$ cat config.mk
export PLATFORM = sky130hd
export DESIGN_NAME = cla_pipe_adder_flat
export DESIGN_NICKNAME = d
export VERILOG_FILES = /design/src/rtl/cla_pkg.sv /design/src/rtl/cla_pipe_adder_if.sv /design/src/rtl/cla_group.sv /design/src/rtl/cla_pipe_adder.sv /design/src/flat_wrapper.sv
export SDC_FILE = /design/constraint.sdc
export NUM_CORES = 1
export LEC_CHECK = 0
export ABC_AREA = 1
export CAP_MARGIN = 20
export CELL_PAD_IN_SITES_DETAIL_PLACEMENT = 0
export CELL_PAD_IN_SITES_GLOBAL_PLACEMENT = 2
export CORE_ASPECT_RATIO = 1.2
export CORE_MARGIN = 4
export CORE_UTILIZATION = 30
export CTS_BUF_LIST = sky130_fd_sc_hd__clkbuf_2 sky130_fd_sc_hd__clkbuf_4 sky130_fd_sc_hd__clkbuf_8
export CTS_CLUSTER_SIZE = 20
export DETAILED_ROUTE_END_ITERATION = 8
export PLACE_DENSITY = 0.77
export SYNTH_ARGS = -nofsm -noshare
export SYNTH_HDL_FRONTEND = slang
export SYNTH_SLANG_ARGS = --single-unit
$ cat constraint.sdc
create_clock -name clk -period 11.45 [get_ports clk]
set_input_delay 1.145 -clock clk [delete_from_list [all_inputs] [get_ports clk]]
set_output_delay 1.145 -clock clk [all_outputs]
set_load 0.01 [all_outputs]
$ cat src/rtl/cla_pkg.sv
// Shared opcode encoding and limits for the pipelined carry-lookahead adder.
package cla_pkg;

    typedef enum logic [1:0] {
        ADD = 2'd0,
        SUB = 2'd1,
        ADC = 2'd2,
        SBC = 2'd3
    } op_e;

    localparam int GROUP_MAX = 16;

endpackage

$ cat src/rtl/cla_pipe_adder_if.sv
// Operand/result handshake bundle; master drives operands and out_ready.
interface cla_pipe_adder_if
    import cla_pkg::*;
#(
    parameter int WIDTH = 32
) ();

    logic             in_valid;
    logic             in_ready;
    logic [WIDTH-1:0] in_a;
    logic [WIDTH-1:0] in_b;
    op_e              in_op;
    logic             in_cin;
    logic             out_valid;
    logic             out_ready;
    logic [WIDTH-1:0] out_sum;
    logic             out_cout;
    logic             out_ovf;
    logic             out_zero;

    modport master (
        output in_valid, in_a, in_b, in_op, in_cin, out_ready,
        input  in_ready, out_valid, out_sum, out_cout, out_ovf, out_zero
    );

    modport slave (
        input  in_valid, in_a, in_b, in_op, in_cin, out_ready,
        output in_ready, out_valid, out_sum, out_cout, out_ovf, out_zero
    );

endinterface

$ cat src/rtl/cla_group.sv
// One GROUP-bit carry-lookahead block: every carry is a flat sum of
// generate/propagate products from the group carry-in, no ripple chain.
module cla_group #(
    parameter int GROUP = 8
) (
    input  logic [GROUP-1:0] i_a,
    input  logic [GROUP-1:0] i_b,
    input  logic             i_cin,
    output logic [GROUP-1:0] o_sum,
    output logic             o_cout,
    output logic             o_cmsb
);

    logic [GROUP-1:0] w_g;
    logic [GROUP-1:0] w_p;
    logic [GROUP:0]   w_c;

    // Mask with bits [lo, hi) set; bits outside are forced to 1 before the AND-reduce.
    function automatic logic [GROUP-1:0] span(input int lo, input int hi);
        logic [GROUP-1:0] m;
        m = '0;
        for (int b = 0; b < GROUP; b++) m[b] = (b >= lo) && (b < hi);
        return m;
    endfunction

    assign w_g = i_a & i_b;
    assign w_p = i_a ^ i_b;

    always_comb begin
        w_c    = '0;
        w_c[0] = i_cin;
        for (int i = 0; i < GROUP; i++) begin
            w_c[i+1] = i_cin & (&(w_p | ~span(0, i + 1)));
            for (int j = 0; j <= i; j++)
                w_c[i+1] = w_c[i+1] | (w_g[j] & (&(w_p | ~span(j + 1, i + 1))));
        end
    end

    assign o_sum  = w_p ^ w_c[GROUP-1:0];
    assign o_cout = w_c[GROUP];
    assign o_cmsb = w_c[GROUP-1];

endmodule

$ cat src/rtl/cla_pipe_adder.sv
// Pipelined adder/subtractor: one lookahead group per stage, a single global
// advance enable, results in order with full backpressure.
module cla_pipe_adder
    import cla_pkg::*;
#(
    parameter int WIDTH = 32,
    parameter int GROUP = 8
) (
    input  logic             clk,
    input  logic             rst,
    cla_pipe_adder_if.slave  bus
);

    localparam int NSTAGE = WIDTH / GROUP;

    if (GROUP < 1 || GROUP > GROUP_MAX || (WIDTH % GROUP) != 0) begin : g_param_chk
        $error("cla_pipe_adder: need 1 <= GROUP <= GROUP_MAX and WIDTH a multiple of GROUP");
    end

    logic             w_adv;
    logic [WIDTH-1:0] w_b_eff;
    logic             w_cin0;

    always_comb begin
        w_b_eff = bus.in_b;
        w_cin0  = 1'b0;
        case (bus.in_op)
            ADD: w_cin0 = 1'b0;
            SUB: begin w_b_eff = ~bus.in_b; w_cin0 = 1'b1;       end
            ADC: w_cin0 = bus.in_cin;
            SBC: begin w_b_eff = ~bus.in_b; w_cin0 = bus.in_cin; end
            default: w_cin0 = 1'b0;
        endcase
    end

    for (genvar k = 0; k < NSTAGE; k++) begin : g_stg
        localparam int LO = k * GROUP;
        localparam int HI = LO + GROUP;

        // Operand bits not yet summed ride along with the partial sum.
        logic [WIDTH-1:LO] w_a_rem;
        logic [WIDTH-1:LO] w_b_rem;
        logic [HI-1:0]     w_sum_nxt;
        logic [GROUP-1:0]  w_gsum;
        logic              w_cin;
        logic              w_vin;
        logic              w_cout;
        logic [HI-1:0]     r_sum;
        logic              r_vld;
        logic              r_cout;

        if (k == 0) begin : g_src
            assign w_a_rem   = bus.in_a;
            assign w_b_rem   = w_b_eff;
            assign w_cin     = w_cin0;
            assign w_vin     = bus.in_valid;
            assign w_sum_nxt = w_gsum;
        end else begin : g_src
            assign w_a_rem   = g_stg[k-1].g_fwd.r_a;
            assign w_b_rem   = g_stg[k-1].g_fwd.r_b;
            assign w_cin     = g_stg[k-1].r_cout;
            assign w_vin     = g_stg[k-1].r_vld;
            assign w_sum_nxt = {w_gsum, g_stg[k-1].r_sum};
        end

        if (k < NSTAGE - 1) begin : g_fwd
            logic [WIDTH-1:HI] r_a;
            logic [WIDTH-1:HI] r_b;
            logic              w_cmsb_unused;

            cla_group #(.GROUP(GROUP)) u_grp (
                .i_a    (w_a_rem[LO +: GROUP]),
                .i_b    (w_b_rem[LO +: GROUP]),
                .i_cin  (w_cin),
                .o_sum  (w_gsum),
                .o_cout (w_cout),
                .o_cmsb (w_cmsb_unused)
            );

            always_ff @(posedge clk or posedge rst) begin
                if (rst) begin
                    r_a <= '0;
                    r_b <= '0;
                end else if (w_adv) begin
                    r_a <= w_a_rem[WIDTH-1:HI];
                    r_b <= w_b_rem[WIDTH-1:HI];
                end
            end
        end else begin : g_last
            logic w_cmsb;
            logic r_ovf;
            logic r_zero;

            cla_group #(.GROUP(GROUP)) u_grp (
                .i_a    (w_a_rem[LO +: GROUP]),
                .i_b    (w_b_rem[LO +: GROUP]),
                .i_cin  (w_cin),
                .o_sum  (w_gsum),
                .o_cout (w_cout),
                .o_cmsb (w_cmsb)
            );

            // Flags are registered alongside the sum so every output comes from a flop.
            always_ff @(posedge clk or posedge rst) begin
                if (rst) begin
                    r_ovf  <= 1'b0;
                    r_zero <= 1'b0;
                end else if (w_adv) begin
                    r_ovf  <= w_cmsb ^ w_cout;
                    r_zero <= ~|w_sum_nxt;
                end
            end
        end

        always_ff @(posedge clk or posedge rst) begin
            if (rst) begin
                r_vld  <= 1'b0;
                r_cout <= 1'b0;
                r_sum  <= '0;
            end else if (w_adv) begin
                r_vld  <= w_vin;
                r_cout <= w_cout;
                r_sum  <= w_sum_nxt;
            end
        end
    end

    assign w_adv         = !g_stg[NSTAGE-1].r_vld || bus.out_ready;
    assign bus.in_ready  = w_adv;
    assign bus.out_valid = g_stg[NSTAGE-1].r_vld;
    assign bus.out_sum   = g_stg[NSTAGE-1].r_sum;
    assign bus.out_cout  = g_stg[NSTAGE-1].r_cout;
    assign bus.out_ovf   = g_stg[NSTAGE-1].g_last.r_ovf;
    assign bus.out_zero  = g_stg[NSTAGE-1].g_last.r_zero;

endmodule

$ cat src/flat_wrapper.sv
// flat-port wrapper written by rule: the top's interface ports become plain ports
module cla_pipe_adder_flat import cla_pkg::*;
#(
    parameter int WIDTH = 32,
    parameter int GROUP = 8
)
  (clk, rst, bus_in_valid, bus_in_a, bus_in_b, bus_in_op, bus_in_cin, bus_out_ready, bus_in_ready, bus_out_valid, bus_out_sum, bus_out_cout, bus_out_ovf, bus_out_zero);
  cla_pipe_adder_if #(.WIDTH(WIDTH)) bus_i ();
  input  logic clk;
  input  logic rst;
  input wire logic [$bits(bus_i.in_valid)-1:0] bus_in_valid;
  input wire logic [$bits(bus_i.in_a)-1:0] bus_in_a;
  input wire logic [$bits(bus_i.in_b)-1:0] bus_in_b;
  input wire logic [$bits(bus_i.in_op)-1:0] bus_in_op;
  input wire logic [$bits(bus_i.in_cin)-1:0] bus_in_cin;
  input wire logic [$bits(bus_i.out_ready)-1:0] bus_out_ready;
  output wire logic [$bits(bus_i.in_ready)-1:0] bus_in_ready;
  output wire logic [$bits(bus_i.out_valid)-1:0] bus_out_valid;
  output wire logic [$bits(bus_i.out_sum)-1:0] bus_out_sum;
  output wire logic [$bits(bus_i.out_cout)-1:0] bus_out_cout;
  output wire logic [$bits(bus_i.out_ovf)-1:0] bus_out_ovf;
  output wire logic [$bits(bus_i.out_zero)-1:0] bus_out_zero;
  assign bus_i.in_valid = bus_in_valid;
  assign bus_i.in_a = bus_in_a;
  assign bus_i.in_b = bus_in_b;
  assign bus_i.in_op = bus_in_op;
  assign bus_i.in_cin = bus_in_cin;
  assign bus_i.out_ready = bus_out_ready;
  assign bus_in_ready = bus_i.in_ready;
  assign bus_out_valid = bus_i.out_valid;
  assign bus_out_sum = bus_i.out_sum;
  assign bus_out_cout = bus_i.out_cout;
  assign bus_out_ovf = bus_i.out_ovf;
  assign bus_out_zero = bus_i.out_zero;
  cla_pipe_adder #(.WIDTH(WIDTH), .GROUP(GROUP)) u_core (.clk(clk), .rst(rst), .bus(bus_i));
endmodule
==> results.py <==
metrics = {
    "power": {
        "p_sw_w": 0.000993,
        "combinationalPowerShare_pct": 39.5,
        "pwr-share-seq_pct": 41.8,
        "powerDensity_nw_per_um2": 252,
        "internal-power_w": 0.00164,
        "switching_share_pct": 37.7,
        "power_frac_clock_pct": 18.7,
        "ir_worst_vdd_v": 0.000117,
        "leakage_nw": 5.06,
    },
    "finish": {
        "nets": 1189,
        "seq_area_sq_um": 4650,
        "fillers": 2966,
        "final_area_sq_um": 10400,
        "final_layout_size_suffix_gt1_share_pct": 5.11,
        "syn2layout_area_growth_pct": 21.3,
        "n_antenna_cell": 0,
        "multiInputGateArea_sq_um": 3420,
    },
    "route": {
        "antenna_left": 0,
        "vias_per_cell": 4.18,
        "routed_wl_mm": 18.3,
        "first_pass_iters": 4,
        "vias": 6166,
        "drt_iter0_drc": 435,
        "routedWlPerCell_microns": 12.4,
        "post-route-drc-count": 0,
    },
    "synth": {
        "yosysUniqueCellTypes": 29,
        "ys.warnings.count": 0,
        "netlist_top_cells_count": "400 x nand2_1, 186 x dfrtp_1, 107 x o21ai_0, 79 x inv_1, 37 x nor2_1",
        "synth_area_leader_cell": "dfrtp_1",
        "synthesis.nets": 1104,
        "syn_inst": 997,
        "synth.most_common_cell": "nand2_1",
        "synth.area.top_cells": "dfrtp_1 54%, nand2_1 17%, o21ai_0 6.2%",
        "synth_top_area_share_pct": 54.2,
        "synth_flop_cell": "dfrtp_1",
        "yosysSeqAreaShare_pct": 54.2,
        "synth_area_sq_um": 8590,
        "synth_edf_count": 0,
        "postSynthAreaPerCell_sq_um": 8.61,
        "ys_ff_latch": 186,
        "async_flop_share_pct": 100,
    },
    "sta": {
        "worst_slew_pin_slew_ns": 0.973,
        "period_share_pct": 40.3,
        "rsz0062_at_grt": "no",
        "fmax_ghz": 0.217,
        "fin_setup_tns_ns": 0,
        "fin_crit_ns": 4.61,
        "report.final.hold_viol_count": 0,
        "maxSlewViolCount": 0,
        "fin_skew_ns": 0.00687,
        "relSlewSlack_pct": 35.1,
        "finalSetupViolations": 0,
    },
    "outcome": {
        "outcome": "completed",
    },
    "worst_setup_path": {
        "crit_fanout": 227,
        "crit_type": "in -> out",
        "crit_arrival_ns": 3.46,
        "end_kind": "output pin",
        "crit_path_start_kind": "input port",
        "critPathRequiredTime_ns": 10.31,
    },
    "place": {
        "placed_area_sq_um": 9970,
        "gp_congestion": 0.733,
        "portBuffers": 107,
        "dp_hpwl_mm": 12.2,
    },
    "clock_network": {
        "clk_pin_slew_ns": 0.09,
        "ctsHtreeMaxLevel": 4,
        "cts_resized": 0,
        "clk_latency_ns": 0.47,
        "cts-hold-fix-buffers": 0,
        "cts_made_buffers": 17,
        "ctsRootBufferMaster": "clkbuf_8",
        "clock-sinks": 186,
        "cts.path.max_buffers": 2,
        "postCtsSetupRepairBufs": 0,
        "cts_tree": "yes",
    },
    "floorplanning": {
        "coreArea_sq_um": 28100,
        "num_rows": 67,
        "boundaryPins": 108,
        "fp.dieH_microns": 193,
        "fp.dieW_microns": 162,
        "start_util_pct": 30.6,
        "dieArea_sq_um": 31400,
    },
    "global_route": {
        "grt_max_degree": 228,
        "grt_pass1_wl_mm": 31.2,
        "grt_pass1_vias": 6078,
        "grtUsageTotal_pct": 12.2,
        "gr-total-overflow": 0,
        "antenna_found_initial": 0,
    },
    "hold_path": {
        "min_path_type": "reg -> reg",
    },
    "job": {
        "maxCapViolCount": 0,
    },
}
[layout by cell type, fill, tap and decap left out, types with 3 or more instances in the layout]
cell / instances
nand2_1: 400
dfrtp_1: 186
o21ai_0: 107
clkdlybuf4s50_1: 106
inv_1: 78
nor2_1: 36
ha_1: 32
xnor2_1: 29
nand3_1: 26
clkbuf_8: 19
xor2_1: 10
nand3_2: 7
nand3b_1: 7
nand2_2: 5
a21oi_1: 5
fa_1: 4
bufinv_16: 4
nand4_1: 3
clkinv_4: 3
[registers in the layout, summed over array words and instances (netlist names)]
name and count:
u_core.g_stg.r_cout 3, u_core.bus.out_ovf 1, u_core.g_stg.r_sum 48, u_core.g_stg.r_vld 3, u_core.g_stg.g_fwd.r_b 48, u_core.g_stg.g_fwd.r_a 48, u_core.bus.out_cout 1, u_core.bus.out_sum 32
u_core.bus.out_valid 1, u_core.bus.out_zero 1
[final timing paths]
| path | endpoint | slack, ns | cells after the start | start |
|---|---|---|---|---|
| min | u_core.bus.out_valid$_DFFE_PP0P_ | 0.47 | 2 | u_core.g_stg[2].r_vld$_DFFE_PP0P_ |
| max | bus_in_ready | 6.84 | 5 | bus_out_ready |
| max in group asynchronous | u_core.g_stg[2].r_sum[15]$_DFFE_PP0P_ | 8.80 | 3 | rst |
| max reg2reg | u_core.bus.out_sum[28]$_DFFE_PP0P_ | 8.77 | 7 | u_core.bus.out_valid$_DFFE_PP0P_ |
| min reg2reg | u_core.bus.out_valid$_DFFE_PP0P_ | 0.47 | 2 | u_core.g_stg[2].r_vld$_DFFE_PP0P_ |
| min in group asynchronous | u_core.bus.out_sum[18]$_DFFE_PP0P_ | 1.25 | 2 | rst |
[layer usage]
layer  global-route usage, %  wire length [microns]  up-vias
li1                        -                      -     3279
met1                    18.6                   9790     2766
met5                       0                      0        -
met2                    17.2                   7450      103
met4                    3.89                    274        0
met3                    2.77                    757       18
[power by group through the flow]
| stage | logic [W] | registers, W | clock network, W |
|---|---|---|---|
| 2_1_floorplan | 0.000710 | 0.00111 | 0 |
| 3_3_place_gp | 0.00104 | 0.00111 | 0 |
| 3_5_place_dp | 0.00106 | 0.00112 | 0 |
| 4_1_cts | 0.00107 | 0.00110 | 0.000512 |
| 5_1_grt | 0.00122 | 0.00114 | 0.000537 |
| 6_report | 0.00104 | 0.00110 | 0.000492 |
[logic make-up after synthesis]
group,Yosys count,synth area share [%]
compound gates,120,7.15
xor+xnor,39,3.98
fa+ha+maj,36,5.59
buf+inv,126,6.06
flops,186,54.2
simple gates,490,23.0
[area by class of cell]
cell class	instances	share of cell area [%]
clock buffer	19	2.51
clock inverter	13	1.84
inverter	82	3.05
multi-input combinational	685	32.8
sequential	186	44.7
tap	379	4.55
timing repair buffer	110	10.6
[worst max-delay path: stages]
cell and delay (ns):
clkdlybuf4s50_1 0.45, nor2_4 0.14, buf_12 0.56, inv_4 0.40
clkdlybuf4s50_1 0.60
[metrics by stage]
step	power (W)	setup slack (ns)	std cells	hold slack (ns)	util [%]
3_5_place_dp	0.00218	6.87	1442	0.445	35.5
2_1_floorplan	0.00182	5.25	997	0.420	-
6_report	0.00263	6.84	1474	0.468	37.1
5_1_grt	0.00290	6.72	1474	0.501	37.1
3_3_place_gp	0.00216	6.85	1442	0.446	35.5
4_1_cts	0.00268	6.85	1474	0.467	37.1
Power figures use the tool's default switching activity.
